===== config.mk =====
export PLATFORM = sky130hd
export DESIGN_NAME = siganfu_target_lock
export DESIGN_NICKNAME = d
export VERILOG_FILES = /design/src/rtl/siganfu_target_lock.sv
export SDC_FILE = /design/constraint.sdc
export NUM_CORES = 1
export LEC_CHECK = 0
export CAP_MARGIN = 30
export CORE_ASPECT_RATIO = 2
export CORE_MARGIN = 3
export CORE_UTILIZATION = 40
export DETAILED_ROUTE_END_ITERATION = 6
export SYNTH_ARGS = -nofsm -noshare
export SYNTH_HDL_FRONTEND = slang
export SYNTH_SLANG_ARGS = --single-unit

===== constraint.sdc =====
create_clock -name sysclk -period 2.2 [get_ports sysclk]
set_input_delay 0.44 -clock sysclk [delete_from_list [all_inputs] [get_ports sysclk]]
set_output_delay 0.44 -clock sysclk [all_outputs]
set_load 0.02 [all_outputs]

===== src/rtl/siganfu_target_lock.sv =====
// Target acquisition/lock FSM feeding the machine-gun controller: qualifies radar
// frames, runs the IFF handshake, and holds lock through short dropouts.
module siganfu_target_lock #(
  parameter int ACQ_HITS     = 4,
  parameter int COAST_MISSES = 3,
  parameter int IFF_TIMEOUT  = 16,
  parameter int MAX_RANGE    = 200
) (
  input  logic       sysclk,
  input  logic       reboot_n,
  input  logic       contact_valid,
  input  logic       contact_present,
  input  logic [7:0] contact_range,
  input  logic       lock_release,
  input  logic       iff_ack,
  input  logic       iff_friend,
  output logic       target_locked,
  output logic       is_enemy,
  output logic [2:0] lock_state,
  output logic       iff_query,
  output logic [7:0] locked_range,
  output logic       lost_pulse
);

  typedef enum logic [2:0] {
    ST_SEARCH      = 3'd0,
    ST_TRACK       = 3'd1,
    ST_INTERROGATE = 3'd2,
    ST_LOCKED      = 3'd3,
    ST_COAST       = 3'd4,
    ST_FRIEND      = 3'd5
  } state_e;

  localparam logic [3:0] ACQ_C     = 4'(ACQ_HITS);
  localparam logic [3:0] COAST_C   = 4'(COAST_MISSES);
  localparam logic [7:0] TIMEOUT_C = 8'(IFF_TIMEOUT - 1);
  localparam logic [7:0] RANGE_C   = 8'(MAX_RANGE);

  state_e     state_q, state_d;
  logic [3:0] hit_cnt_q, hit_cnt_d;
  logic [3:0] miss_cnt_q, miss_cnt_d;
  logic [7:0] iff_cnt_q, iff_cnt_d;
  logic [7:0] locked_range_q, locked_range_d;
  logic       iff_query_q, iff_query_d;
  logic       lost_pulse_q, lost_pulse_d;
  logic       target_locked_q, target_locked_d;
  logic       is_enemy_q, is_enemy_d;

  logic hit;
  logic miss;

  assign hit  = contact_valid & contact_present & (contact_range <= RANGE_C);
  assign miss = contact_valid & ~hit;

  always_comb begin
    // NOTE: every variable gets a default before any branch so no path infers a latch.
    state_d        = state_q;
    hit_cnt_d      = hit_cnt_q;
    miss_cnt_d     = miss_cnt_q;
    iff_cnt_d      = iff_cnt_q;
    locked_range_d = locked_range_q;
    iff_query_d    = 1'b0;
    lost_pulse_d   = 1'b0;

    if (lock_release) begin
      state_d    = ST_SEARCH;
      hit_cnt_d  = '0;
      miss_cnt_d = '0;
      iff_cnt_d  = '0;
    end else begin
      unique case (state_q)
        ST_SEARCH: begin
          if (hit) begin
            state_d        = ST_TRACK;
            hit_cnt_d      = 4'd1;
            locked_range_d = contact_range;
          end
        end

        ST_TRACK: begin
          if (hit) begin
            locked_range_d = contact_range;
            if (hit_cnt_q + 4'd1 == ACQ_C) begin
              state_d     = ST_INTERROGATE;
              hit_cnt_d   = '0;
              iff_cnt_d   = '0;
              iff_query_d = 1'b1;
            end else begin
              hit_cnt_d = hit_cnt_q + 4'd1;
            end
          end else if (miss) begin
            state_d   = ST_SEARCH;
            hit_cnt_d = '0;
          end
        end

        // A miss beats a same-cycle ack: the contact is gone, so its verdict is moot.
        ST_INTERROGATE: begin
          iff_cnt_d = iff_cnt_q + 8'd1;
          if (miss) begin
            state_d   = ST_SEARCH;
            iff_cnt_d = '0;
          end else if (iff_ack) begin
            state_d    = iff_friend ? ST_FRIEND : ST_LOCKED;
            iff_cnt_d  = '0;
            miss_cnt_d = '0;
          end else if (iff_cnt_q == TIMEOUT_C) begin
            state_d   = ST_SEARCH;
            iff_cnt_d = '0;
          end
        end

        ST_LOCKED: begin
          if (hit) begin
            locked_range_d = contact_range;
            miss_cnt_d     = '0;
          end else if (miss) begin
            if (COAST_C == 4'd1) begin
              state_d      = ST_SEARCH;
              miss_cnt_d   = '0;
              lost_pulse_d = 1'b1;
            end else begin
              state_d    = ST_COAST;
              miss_cnt_d = 4'd1;
            end
          end
        end

        ST_COAST: begin
          if (hit) begin
            state_d        = ST_LOCKED;
            locked_range_d = contact_range;
            miss_cnt_d     = '0;
          end else if (miss) begin
            if (miss_cnt_q + 4'd1 == COAST_C) begin
              state_d      = ST_SEARCH;
              miss_cnt_d   = '0;
              lost_pulse_d = 1'b1;
            end else begin
              miss_cnt_d = miss_cnt_q + 4'd1;
            end
          end
        end

        ST_FRIEND: begin
          if (miss) begin
            state_d = ST_SEARCH;
          end
        end

        default: begin
          state_d    = ST_SEARCH;
          hit_cnt_d  = '0;
          miss_cnt_d = '0;
          iff_cnt_d  = '0;
        end
      endcase
    end

    // Outputs decode the next state so they change on the same edge as lock_state.
    target_locked_d = (state_d == ST_LOCKED) || (state_d == ST_COAST);
    is_enemy_d      = (state_d == ST_LOCKED) || (state_d == ST_COAST);
  end

  always_ff @(posedge sysclk) begin
    if (!reboot_n) begin
      // NOTE: locked_range is reset too; the gun controller must never see a stale range after reboot.
      state_q         <= ST_SEARCH;
      hit_cnt_q       <= '0;
      miss_cnt_q      <= '0;
      iff_cnt_q       <= '0;
      locked_range_q  <= '0;
      iff_query_q     <= 1'b0;
      lost_pulse_q    <= 1'b0;
      target_locked_q <= 1'b0;
      is_enemy_q      <= 1'b0;
    end else begin
      // NOTE: non-blocking so every register samples the pre-edge value of its neighbours.
      state_q         <= state_d;
      hit_cnt_q       <= hit_cnt_d;
      miss_cnt_q      <= miss_cnt_d;
      iff_cnt_q       <= iff_cnt_d;
      locked_range_q  <= locked_range_d;
      iff_query_q     <= iff_query_d;
      lost_pulse_q    <= lost_pulse_d;
      target_locked_q <= target_locked_d;
      is_enemy_q      <= is_enemy_d;
    end
  end

  assign target_locked = target_locked_q;
  assign is_enemy      = is_enemy_q;
  assign lock_state    = state_q;
  assign iff_query     = iff_query_q;
  assign locked_range  = locked_range_q;
  assign lost_pulse    = lost_pulse_q;

endmodule


Word level (Yosys, flattened, before mapping)
Cells that the tools add are included.
Widths: inputs -> output; s select.
{ "word_totals": {"latch_bits": 0, "ram_bits": 0, "in_bits": 15, "regBits": 30, "romBits": 0, "word_cells": 91, "n_memories": 0} }
{ "op_classes": {"n_bitwise": 12, "n_lt_le_gt_ge": 1, "n_mul": 0, "shifts": 0, "eq_ne": 18, "muxes": 36, "add_sub_neg": 3, "div_mod_pow": 0, "n_reduce_logical": 13} }
{ "ops": {"columns": ["operator", "count"], "rows": [
  ["$mux 4", 11],
  ["$mux 3", 14],
  ["$mux 8", 5],
  ["$pmux 8 s3", 1],
  ["$pmux 3 s6", 1],
  ["$pmux 4 s4", 1],
  ["$reduce_or 4->1", 4],
  ["$pmux 4 s3", 1],
  ["$ne 2x2->1 const B", 5],
  ["$eq 3x2->1 const B", 3],
  ["$eq 3x3->1 const B", 3],
  ["$ne 3x3->1 const B", 3],
  ["$not 1->1", 9],
  ["$reduce_and 3->1", 3],
  ["$add 4x1->4 const B", 2],
  ["$add 8x1->8 const B", 1],
  ["$eq 8x4->1 const B", 1],
  ["$le 8x8->1 const B", 1],
  ["$reduce_and 5->1", 1],
  ["$reduce_or 5->1", 1],
  ["$eq 4x2->1 const B", 1],
  ["$eq 4x3->1 const B", 1],
  ["$and 1x1->1", 3],
  ["$eq 3x1->1 const B", 1],
  ["other kinds (5)", 6]
]} }

Depth between registers and ports, before layout
{ "logic_depth": {"word_depth": 10, "ltp_mapped": 7} }

Least setup slack after synthesis
Ideal clock, no wire load.
{ "synth_path": {"kind": "input to register", "start": "input port contact_range[0]", "end": "register miss_cnt_q[3]", "slack_ns": 0.427, "arrival_ns": 1.702, "path_stages": 6, "path_buffers": 1, "path_cell_list": "nor3_2 -> o211a_1 -> buf_6 -> a41oi_4 -> or4_1 -> a21oi_1"} }
{ "synth_between": {"elab_chain_len": 6} }
{ "synth_lines": {"columns": ["item", "line", "text"], "rows": [
  ["from (decl)", "13", "input logic [7:0] contact_range,"],
  ["$le 8x8->1 (*)", "52", "assign hit = contact_valid & contact_present & (contact_range <= RANGE_C);"],
  ["$and 1x1->1 (*)", "52", null],
  ["$not 1->1 (no line)", null, null],
  ["$and 1x1->1", "53", "assign miss = contact_valid & ~hit;"],
  ["$ne 3x3->1 (no line) or $ne 2x2->1 (tied branches)", null, null],
  ["$reduce_and 5->1 (no line)", null, null],
  ["to (signal assigned)", "181", "miss_cnt_q <= miss_cnt_d;"],
  ["to (decl)", "41", "logic [3:0] miss_cnt_q, miss_cnt_d;"]
]} }
Every way passes the cells marked *; elsewhere a longest branch is shown, timed or not.
A chain may end at the register's enable or synchronous reset.

Final worst setup path
{ "layout_path": {"start": "input port contact_valid", "end": "register miss_cnt_q[1]"} }
{ "layout_between": {"elab_chain_len": 6} }
{ "layout_lines": {"columns": ["item", "line", "text"], "rows": [
  ["from (decl)", "11", "input logic contact_valid,"],
  ["$and 1x1->1 (2 in a row)", "52", null],
  ["$not 1->1 (no line)", null, null],
  ["$and 1x1->1", "53", null],
  ["$ne 3x3->1 (no line) or $ne 2x2->1 (tied branches)", null, null],
  ["$reduce_and 5->1 (no line)", null, null]
]} }
Parallel ways exist; a longest one is shown, timed or not.

==> run metrics <==
status=complete, no violations; GRT Overall Usage=0.1887; clk_skew=0.009357 ns; Netlist cell types=48; Starting Density=0.4161; share of cells above drive strength 1=0.1829; total wire length=4570 µm; Max clock buf depth=2; Max Cap Violations=0; required time worst endpoint=2.39 ns; Post-layout nets=between 200 and 300; first-pass GRT wire length=7541 µm; EDFF count, synth=0; Hold Path Class=reg -> reg; RSZ-0062 raised after global routing=no; Setup Fix Bufs, Post-CTS=0; vias in the first global route=approximately 1,700; DR WL/cell=~15 µm; worst slew pin tran=~0.49 ns; family with the most delay on the worst path=simple AND/OR/NAND/NOR gates; Syn Std Cell Area=1718 µm²; Post-Synth Adder-Cell Area=0.03642; Synth Area in Simple Gates=0.2928; core area=4129 µm²; Mapped Cells=200; clock group share of total power=0.380; top cells by area, synth=dfxtp_1 35%, nor2b_1 5.5%, mux2i_1 5.2%, a21oi_1 3.8%, nor2_1 3.7%; Finish-stage setup viols=0; H-tree depth=2; clk sinks=30; DRT antenna net count=0; Clock Tree Root=clkbuf_8; R2R Path Start=lock_state[1]$_SDFF_PN0_; residual DRC count=0; crit path to=miss_cnt_q[1]$_SDFFE_PP0P_; leak pwr=0.9069 nW; TritonRoute pass-1 iters=4; RePlAce Congestion=0.8264; Remaining Overflow, GRT=0; crit path buf inv count=1; peak supply drop=approximately 0.44 mV; Slew Viols, Final=0; Compound-Gate Fraction of Synth Area=0.2003; FFs w/ async S/R, synth=0; switching part of the total=0.2406; Switch Pwr=282.0 µW; via count=between 1,500 and 2,000; Worst Path Max Fanout=6; Port Buf Inserts=29; DR vias/cell=~5.5; Top FF cell, synth=dfxtp_1; CP Capture Type=flip-flop; syn avg cell area=8.589 µm²; RR Endpoint=miss_cnt_q[1]$_SDFFE_PP0P_; area of the multi-input gates=1051 µm²; Iteration-0 DRC Markers=76; Final WS setup=0.09920 ns; Logic pwr share=0.142; worst setup path startpoint=contact_valid; sequential cell area=600.6 µm²; largest net degree at the start of global routing=14; final hold violations=0; Synth Warn #=0; maximum clock frequency=0.4760 GHz; Cell Pwr Density=between 500 and 600 nW/µm²; sequential group share of total power=0.478; post-synthesis sequential area ratio=0.3496; Startpoint Class=primary input; WP data arrival=2.29 ns; top-area cell type share of the netlist area=0.3496; kind of critical path=in -> reg; Rows=33; sum of negative setup slack=0 ns; minimum clock period=2.101 ns; area delta synth->final=35.47%; R2R depth=6; largest family of logic cells by synthesized area=simple AND/OR/NAND/NOR gates; I/O pins=30; Post-Synth XOR/XNOR Area=0.02549; fin crit share=0.9549; worst skew pair latency=0.28 ns; multiplexer area fraction after synthesis=0.05244; Crit path depth=7; CP cell instances=clkdlybuf4s50_1 > and4bb_2 > a31oi_1 > o21ai_1 > a41oi_4 > or4_1 > a21oi_1; cell internal pwr=890.1 µW; Die ar.=just over 5000 µm²; fill cell count=around 410; Syn Nets=220; flops & latches, synth=30; # diodes=0; CP max stage cell=clkdlybuf4s50_1; pre-CTS WS=-0.2901 ns; area leader, netlist=dfxtp_1; FF-to-FF setup slack=0.20 ns; Die X=52.34 µm; Detail Placement HPWL=3712 µm; Num CTS Buffers=5; hold buffer count at CTS=0; initial antenna violation count=0; Max transition margin=0.6748; CTS tree=done; Clock transition at path regs=0.07 ns; die extent in y=98.68 µm; CP max stage delay=0.52 ns
[state kept, by name, summed over array words and instances, names as in the netlist]
signal	count
iff_cnt_q	8
hit_cnt_q	4
lost_pulse	1
iff_query	1
is_enemy	1
miss_cnt_q	4
locked_range	8
lock_state	3
[worst min-delay path by stage]
stage / from / slack, ns / cells past startpoint / end
CTS: hit_cnt_q[2]$_SDFFE_PP0P_ / 0.48 / 2 / hit_cnt_q[2]$_SDFFE_PP0P_
global route: hit_cnt_q[2]$_SDFFE_PP0P_ / 0.52 / 2 / hit_cnt_q[2]$_SDFFE_PP0P_
detailed placement: hit_cnt_q[2]$_SDFFE_PP0P_ / 0.47 / 2 / hit_cnt_q[2]$_SDFFE_PP0P_
finish: hit_cnt_q[2]$_SDFFE_PP0P_ / 0.48 / 2 / hit_cnt_q[2]$_SDFFE_PP0P_
floorplan: hit_cnt_q[2]$_SDFFE_PP0P_ / 0.44 / 2 / hit_cnt_q[2]$_SDFFE_PP0P_
global placement: hit_cnt_q[2]$_SDFFE_PP0P_ / 0.46 / 2 / hit_cnt_q[2]$_SDFFE_PP0P_
[cell usage in the layout (no fill, tap or decap), types with 6 or more instances in the layout]
cell             instances
nor3_1                   7
dfxtp_1                 30
nand2_1                 15
buf_4                   28
clkbuf_8                 6
o21ai_0                  6
mux2i_1                  9
nor2b_1                 15
a21oi_1                 13
clkdlybuf4s50_1         29
nor2_1                  17
nand3_1                  9
[cell families (layout without fill, tap and decap cells)]
logic type,Yosys count,after routing
simple gates,91,91
xor+xnor,5,5
mux,9,9
buf+inv,13,70
compound gates,47,47
fa+ha+maj,5,5
flops,30,30
[power by group through the flow]
stage                     combinational (mW)  sequential, mW  clock, mW
final                                  0.167           0.560      0.445
after global routing                   0.179           0.561      0.485
after CTS                              0.165           0.560      0.462
after detailed placement               0.164           0.572          0
after global placement                 0.162           0.571          0
after floorplan                       0.0715           0.576          0
[synth_stat cells, types with 4 or more instances]
cell and number:
dfxtp_1 30, xnor2_1 4, inv_1 5, a31oi_1 4, nand2b_1 5, nand2_1 15, nor2_1 17, mux2i_1 9
o21ai_0 7, nor2b_1 15, nand3_1 9, nor3_1 7, ha_1 5, a21oi_1 13
[final cells by class]
cell class / count / share of cell area
Sequential cell: 30 / 0.2581
Clock buffer: 7 / 0.03710
Clock inverter: 1 / 0.002151
Tap cell: 52 / 0.02796
Timing Repair Buffer: 57 / 0.2151
Inverter: 5 / 0.008065
Multi-Input combinational cell: 157 / 0.4516
[repair_timing]
| item | CTS | global route |
|---|---|---|
| setup endpoints to repair | 1 | 8 |
| resized for setup | 1 | 2 |
| pin swaps | 0 | 0 |
[through the flow]
| step | util | instance area, µm² | power [mW] | std cells | hold slack [ns] |
|---|---|---|---|---|---|
| after floorplan | - | 1718 | 0.6477 | 200 | 0.4444 |
| after global routing | 0.5636 | 2327 | 1.225 | 309 | 0.5155 |
| final | 0.5636 | 2327 | 1.172 | 309 | 0.4819 |
| after detailed placement | 0.5397 | 2228 | 0.7360 | 301 | 0.4659 |
| after global placement | 0.5397 | 2228 | 0.7330 | 301 | 0.4648 |
| after CTS | 0.5618 | 2320 | 1.186 | 309 | 0.4769 |
[tightest hold or removal path, cell delays in order (launching register included)]
cell,delay [ns]
dfxtp_1,0.34
nand2_1,0.06
nand2_1,0.04
[routing by layer]
layer  part of all wire  GRT usage  vias to the layer above
met4              0.044     0.1043                        0
met1               0.37     0.1816                      781
met3              0.047    0.03782                       18
met2               0.54     0.3487                       63
li1                   -          -                      834
met5                  0          0                        -
Note: power is estimated with default switching activity, not from simulation.
